**config.mk**
```make
export PLATFORM = sky130hd
export DESIGN_NAME = alu_issue_ctrl
export DESIGN_NICKNAME = d
export VERILOG_FILES = /design/src/rtl/alu_issue_pkg.sv /design/src/rtl/alu_instr_decode.sv /design/src/rtl/alu_issue_ctrl.sv
export SDC_FILE = /design/constraint.sdc
export NUM_CORES = 1
export LEC_CHECK = 0
export BUFFER_PORTS_ARGS = -buffer_cell sky130_fd_sc_hd__buf_4
export CORE_MARGIN = 3
export CORE_UTILIZATION = 47
export CTS_CLUSTER_DIAMETER = 40
export DETAILED_ROUTE_END_ITERATION = 8
export PLACE_DENSITY = 0.91
export SLEW_MARGIN = 40
export SYNTH_ARGS = -nofsm -noshare
export SYNTH_HDL_FRONTEND = slang
export SYNTH_SLANG_ARGS = --single-unit
```
**constraint.sdc**
```tcl
create_clock -name clk -period 3.2 [get_ports clk]
set_input_delay 0.16 -clock clk [delete_from_list [all_inputs] [get_ports clk]]
set_output_delay 0.16 -clock clk [all_outputs]
set_load 0.1 [all_outputs]
```
**src/rtl/alu_issue_pkg.sv**
```systemverilog
// Shared types and constants for the ALU instruction issuer.
// Opcodes, FSM states and instruction field positions.
package alu_issue_pkg;

  localparam int INSTR_W = 18;
  localparam int OP_W    = 3;
  localparam int REG_W   = 5;

  localparam int OP_MSB = 17;
  localparam int OP_LSB = 15;
  localparam int RW_MSB = 14;
  localparam int RW_LSB = 10;
  localparam int RA_MSB = 9;
  localparam int RA_LSB = 5;
  localparam int RB_MSB = 4;
  localparam int RB_LSB = 0;

  localparam logic [OP_W-1:0] OP_ADD = 3'd0;
  localparam logic [OP_W-1:0] OP_SUB = 3'd1;
  localparam logic [OP_W-1:0] OP_MUL = 3'd2;
  localparam logic [OP_W-1:0] OP_DIV = 3'd3;
  localparam logic [OP_W-1:0] OP_MOD = 3'd4;
  localparam logic [OP_W-1:0] OP_AND = 3'd5;
  localparam logic [OP_W-1:0] OP_OR  = 3'd6;
  localparam logic [OP_W-1:0] OP_XOR = 3'd7;

  typedef enum logic [1:0] {
    ST_IDLE  = 2'd0,
    ST_ISSUE = 2'd1,
    ST_WRITE = 2'd2,
    ST_RESP  = 2'd3
  } state_t;

endpackage

```
**src/rtl/alu_instr_decode.sv**
```systemverilog
// Splits a packed instruction into its fields.
// Also flags div/mod opcodes for the zero-divisor check.
module alu_instr_decode
  import alu_issue_pkg::*;
(
  input  logic [INSTR_W-1:0] instr,
  output logic [OP_W-1:0]    op,
  output logic [REG_W-1:0]   rw,
  output logic [REG_W-1:0]   ra,
  output logic [REG_W-1:0]   rb,
  output logic               is_divmod
);

  assign op = instr[OP_MSB:OP_LSB];
  assign rw = instr[RW_MSB:RW_LSB];
  assign ra = instr[RA_MSB:RA_LSB];
  assign rb = instr[RB_MSB:RB_LSB];

  always_comb begin
    is_divmod = 1'b0;
    unique case (1'b1)
      (op == OP_DIV): is_divmod = 1'b1;
      (op == OP_MOD): is_divmod = 1'b1;
      default:        is_divmod = 1'b0;
    endcase
  end

endmodule

```
**src/rtl/alu_issue_ctrl.sv**
```systemverilog
// Issues one 3-operand instruction at a time into the
// register file + ALU datapath and returns the result.
module alu_issue_ctrl
  import alu_issue_pkg::*;
#(
  parameter int CNT_W = 16
) (
  input  logic               clk,
  input  logic               rst,
  input  logic               in_valid,
  output logic               in_ready,
  input  logic [INSTR_W-1:0] in_instr,
  output logic [REG_W-1:0]   RA,
  output logic [REG_W-1:0]   RB,
  output logic [REG_W-1:0]   RW,
  output logic [OP_W-1:0]    s,
  output logic               we,
  input  logic [31:0]        A,
  input  logic [31:0]        B,
  input  logic [31:0]        W,
  output logic               out_valid,
  input  logic               out_ready,
  output logic [31:0]        out_result,
  output logic [REG_W-1:0]   out_rw,
  output logic               out_err,
  output logic [CNT_W-1:0]   issue_count
);

  state_t           state;
  logic [OP_W-1:0]  d_op;
  logic [REG_W-1:0] d_rw;
  logic [REG_W-1:0] d_ra;
  logic [REG_W-1:0] d_rb;
  logic             d_divmod;
  logic             divmod_q;
  logic             err;
  logic             unused_a;

  alu_instr_decode u_dec (
    .instr     (in_instr),
    .op        (d_op),
    .rw        (d_rw),
    .ra        (d_ra),
    .rb        (d_rb),
    .is_divmod (d_divmod)
  );

  // Read data A only feeds the ALU; the issuer never inspects it.
  assign unused_a = ^A;

  assign in_ready = (state == ST_IDLE);
  assign err      = divmod_q && (B == 32'd0);

  always_ff @(posedge clk) begin
    if (rst) begin
      state       <= ST_IDLE;
      RA          <= '0;
      RB          <= '0;
      RW          <= '0;
      s           <= '0;
      divmod_q    <= 1'b0;
      we          <= 1'b0;
      out_valid   <= 1'b0;
      out_result  <= '0;
      out_rw      <= '0;
      out_err     <= 1'b0;
      issue_count <= '0;
    end else begin
      case (state)
        ST_IDLE: begin
          if (in_valid) begin
            RA       <= d_ra;
            RB       <= d_rb;
            RW       <= d_rw;
            s        <= d_op;
            divmod_q <= d_divmod;
            state    <= ST_ISSUE;
          end
        end
        ST_ISSUE: begin
          out_result <= err ? 32'd0 : W;
          out_rw     <= RW;
          out_err    <= err;
          we         <= !err;
          state      <= ST_WRITE;
        end
        ST_WRITE: begin
          we        <= 1'b0;
          out_valid <= 1'b1;
          if (!out_err)
            issue_count <= issue_count + CNT_W'(1);
          state     <= ST_RESP;
        end
        ST_RESP: begin
          if (out_ready) begin
            out_valid <= 1'b0;
            state     <= ST_IDLE;
          end
        end
        default: state <= ST_IDLE;
      endcase
    end
  end

endmodule
```
# == After elaboration in Yosys (flattened, before gate mapping) ==
# Cells that the tools add are included.
# op_classes
bitwise,1
add_sub_neg,1
mux,8
eq_ne,7
n_reduce_logical,11
# ops
operator,count
logical NOT 32 bit,1
2-to-1 mux 32 bit,1
"adder 16 x 1 -> 16 bit, second input constant",1
case mux 2 bit (4 select lines),1
AND reduction 2 bit,4
"== test 2 bit, second input constant",2
2-to-1 mux 2 bit,2
"!= test 2 bit, second input constant",2
case mux 1 bit (2 select lines),2
nonzero test 2 bit,2
"== test 3 x 2 -> 1 bit, second input constant",1
"== test 3 bit, second input constant",1
"== test 2 x 1 -> 1 bit, second input constant",1
logical NOT 2 bit,1
2-to-1 mux 1 bit,2
OR reduction 2 bit,1
logical AND 1 bit,1
logical NOT 1 bit,1
NOT 1 bit,1
# word_totals
word_cells,40
regBits,77
input_bits,118
output_inout_bits,75

# == Longest topological paths before layout ==
# depth
depth_word,4
ltp_mapped,7
ltp_nobuf,6

# == Modules after synthesis ==
# From an unflattened synthesis, not the netlist that was laid out.
# unflattened
cells_unflattened,392
area_unflattened_um2,3514.6
# modules_own_cells
mod,n_inst,cells_each,area_per_inst_um2
alu_issue_ctrl,1,371,3357.0
alu_instr_decode,1,21,157.7

# == Worst setup path before layout ==
# OpenSTA, ideal clock, no wires.
# synth_timing
path_type,reg2reg
from,reg issue_count[3]
to,reg issue_count[13]
required_ns,3.079
slack_ns,0.839
n_path_buf,0
arrival_ns,2.239
path_stages_with_launch,5
path_cell_list,dfxtp_1 > nand4_1 > nor4_4 > nand3_1 > mux2_4
# synth_via
elab_chain_len,1
# synth_lines
item,line_no,text
from (decl),alu_issue_ctrl.sv:26,output logic [CNT_W-1:0] issue_count
from (signal assigned),alu_issue_ctrl.sv:91,issue_count <= issue_count + CNT_W'(1);
adder 16 x 1 -> 16 bit,alu_issue_ctrl.sv:91,
# No other way between the ends.
# A chain may end at the register's enable or synchronous reset.

# == Worst setup path after layout ==
# layout_timing
from,reg state[0]
to,reg issue_count[15]
# layout_via
elab_chain_len,2
# layout_lines
item,line_no,text
from (decl),alu_issue_ctrl.sv:29,state_t state;
from (signal assigned),alu_issue_ctrl.sv:56,state <= ST_IDLE;
from (signal assigned),alu_issue_ctrl.sv:77,state <= ST_ISSUE;
from (signal assigned),alu_issue_ctrl.sv:85,state <= ST_WRITE;
== test 2 bit,alu_issue_ctrl.sv:69,case (state)
AND reduction 2 bit (no line),--,
# No other way between the ends.

==> reports/metrics.yaml <==
floorplanning:
  initial_core_util_pct: 50.2
  dieArea_sq_um: 8100
  dieHeight_um: 90.0
  core_sq_um: 6600
  dieWidth_um: 90.0
  ios: 193
  rows: 29
sta:
  hold_viol: 0
  slew_headroom_pct: 55.9
  fmax_mhz: 521
  clock_skew_ps: 11.9
  fin_tns_setup_ps: 0
  hold-worst-slack_ps: 50.9
  min_period_ps: 1920
  setup_viol: 0
  drv_slew: 0
  fin_crit_sh_pct: 59.9
  worst_pin_slew_ps: 660
  rsz0062_at_grt: "no"
global_route:
  grt_pass1_vias: 3233
  grt_remaining_overflow: 0
  track_usage_pct: 22.6
  grt_pass1_wl_um: 15300
  grt_antenna_before_repair: 0
  grt_max_degree: 81
worst_setup_path:
  crit_required_ps: 3430
  crit_type: "reg -> reg"
  endpoint_kind: "flip-flop"
  crit_fanout: 7
  critPathLaunchType: "flip-flop"
  crit_arrival_ps: 2150
drt:
  vias: 3289
  routed_via_density: 5.31
  antenna_left: 0
  wl_per_cell_um: 15.2
  drt_first_pass_iters: 5
  wirelength_um: 9430
  drc_errors: 0
  drtIter0Drc: 99
clocking:
  clock-sinks: 77
  ctsHoldBuffers: 0
  cts_buffers: 9
  ctsHtreeMaxLevel: 3
  cts_setup_buffers: 0
  insertion_delay_ps: 350
  ctsResizeCount: 0
  cts_tree: "done"
  clockBufferDepth: 2
  path_clk_slew_ps: 80
  root_buffer: "clkbuf_8"
layout:
  syn2layout_area_growth_pct: 44.3
  final_core_util_pct: 72.5
  nets: 645
  final_layout_size_suffix_gt1_share_pct: 35.7
  antenna_cells: 0
  nFillCells: 528
outcome:
  outcome: "finished, final reports clean"
pwr:
  ir_worst_vdd_v: 0.000554
  p_per_area_nw_per_um2: 878
  leakage_nw: 2.00
  power_mw: 4.20
place:
  numPortBuffers: 160
  gp_congestion: 0.798
  hpwl_um: 6610
hold_path:
  hold_path.class: "in -> reg"
synthesis:
  synthFlopType: "dfxtp_1"
  synth.distinct_cells: 39
  async_flop_share_pct: 0
  syn_inst: 374
  yosysSeqAreaShare_pct: 46.5
  syn_nets: 498
  synth_area_leaders: "dfxtp_1, a21oi_1, o311ai_1"
  netlist_area_sq_um: 3320
  yosys_warnings: 0
  avgSynthCellArea_sq_um: 8.87
  yosysMostFrequentCell: "dfxtp_1"
  synth_edf_count: 0
  synth.top_cells.by_count: "dfxtp_1, a21oi_1, nand2_1, nand2b_1, o311ai_1"
  ys_ff_latch: 77
  synth_top_area_share_pct: 46.5
  yosysTopAreaCell: "dfxtp_1"
run:
  max_cap_violations: 0
## cells in the final DEF, fill, tap and decap left out, types with 6 or more instances in the layout
| master | instances |
|---|---|
| a21oi_1 | 54 |
| nand2_1 | 44 |
| mux2i_1 | 7 |
| inv_1 | 6 |
| nand2b_1 | 34 |
| nand3_1 | 9 |
| xnor2_1 | 6 |
| nor4_1 | 7 |
| o311ai_1 | 29 |
| buf_4 | 164 |
| nor2_1 | 25 |
| clkbuf_8 | 9 |
| dfxtp_1 | 77 |
## metrics by stage
step / instances / worst slack, ps / instance area [sq um]
final: 619 / 1280 / 4790
after floorplan: 374 / 839 / 3320
after CTS: 618 / 1230 / 4760
after detailed placement: 602 / 1130 / 4530
after global placement: 602 / 1190 / 4530
after global routing: 619 / 1150 / 4790
## critical path, stage by stage, from the launching register on
cell      delay, ps
dfxtp_1         360
inv_1           140
ha_1            300
nand3b_2        210
nor4_4          350
nand3_1         140
mux2_4          310
## worst paths after layout
| check | from | to | slack [ps] | cells after the start |
|---|---|---|---|---|
| max | state[0] | issue_count[15] | 1280 | 6 |
| min | in_instr[6] | RA[1] | 50 | 3 |
| max reg2reg | state[0] | issue_count[15] | 1280 | 6 |
| min reg2reg | RB[1] | RB[1] | 460 | 2 |
## state kept, by name, summed over array words and instances, names as in the netlist
register and count:
out_valid 1, divmod_q 1, out_err 1, we 1
RA 5, out_result 32, RB 5, out_rw 5
state 2, s 3, RW 5, issue_count 16
## layer usage
layer | wire (um) | part of all wire (%) | track usage, % | vias up
li1 | - | - | - | 1622
met1 | 3740 | 40 | 25.6 | 1520
met2 | 4770 | 51 | 38.8 | 124
met3 | 613 | 6.5 | 6.09 | 23
met4 | 307 | 3.3 | 11.6 | 0
met5 | 0 | 0 | 0 | -
## logic make-up (layout without fill, tap and decap cells)
| logic type | count (synthesis) | in the layout | synth area share [%] |
|---|---|---|---|
| and+or+nand+nor | 142 | 142 | 22.4 |
| buffers and inverters | 35 | 187 | 4.68 |
| muxes | 9 | 9 | 3.02 |
| adders and majority gates | 6 | 6 | 2.26 |
| DFF | 77 | 77 | 46.5 |
| AOI/OAI and AO/OA | 95 | 95 | 18.5 |
| xor gates and xnor gates | 10 | 10 | 2.64 |
## power by group
group / switching [mW] / internal, mW / total [mW]
clock network: 0.370 / 0.443 / 0.813
logic: 1.60 / 0.554 / 2.16
registers: 0.106 / 1.13 / 1.23
## layout make-up
class,count,area (sq um),area share [%]
clock buffer,9,124,2.59
clock inverter,7,98.8,2.06
inverter,6,22.5,0.470
multi-input combinational,262,1630,34.1
sequential,77,1540,32.2
tap,93,116,2.43
timing repair buffer,165,1250,26.1
Note: power is estimated with default switching activity, not from simulation.
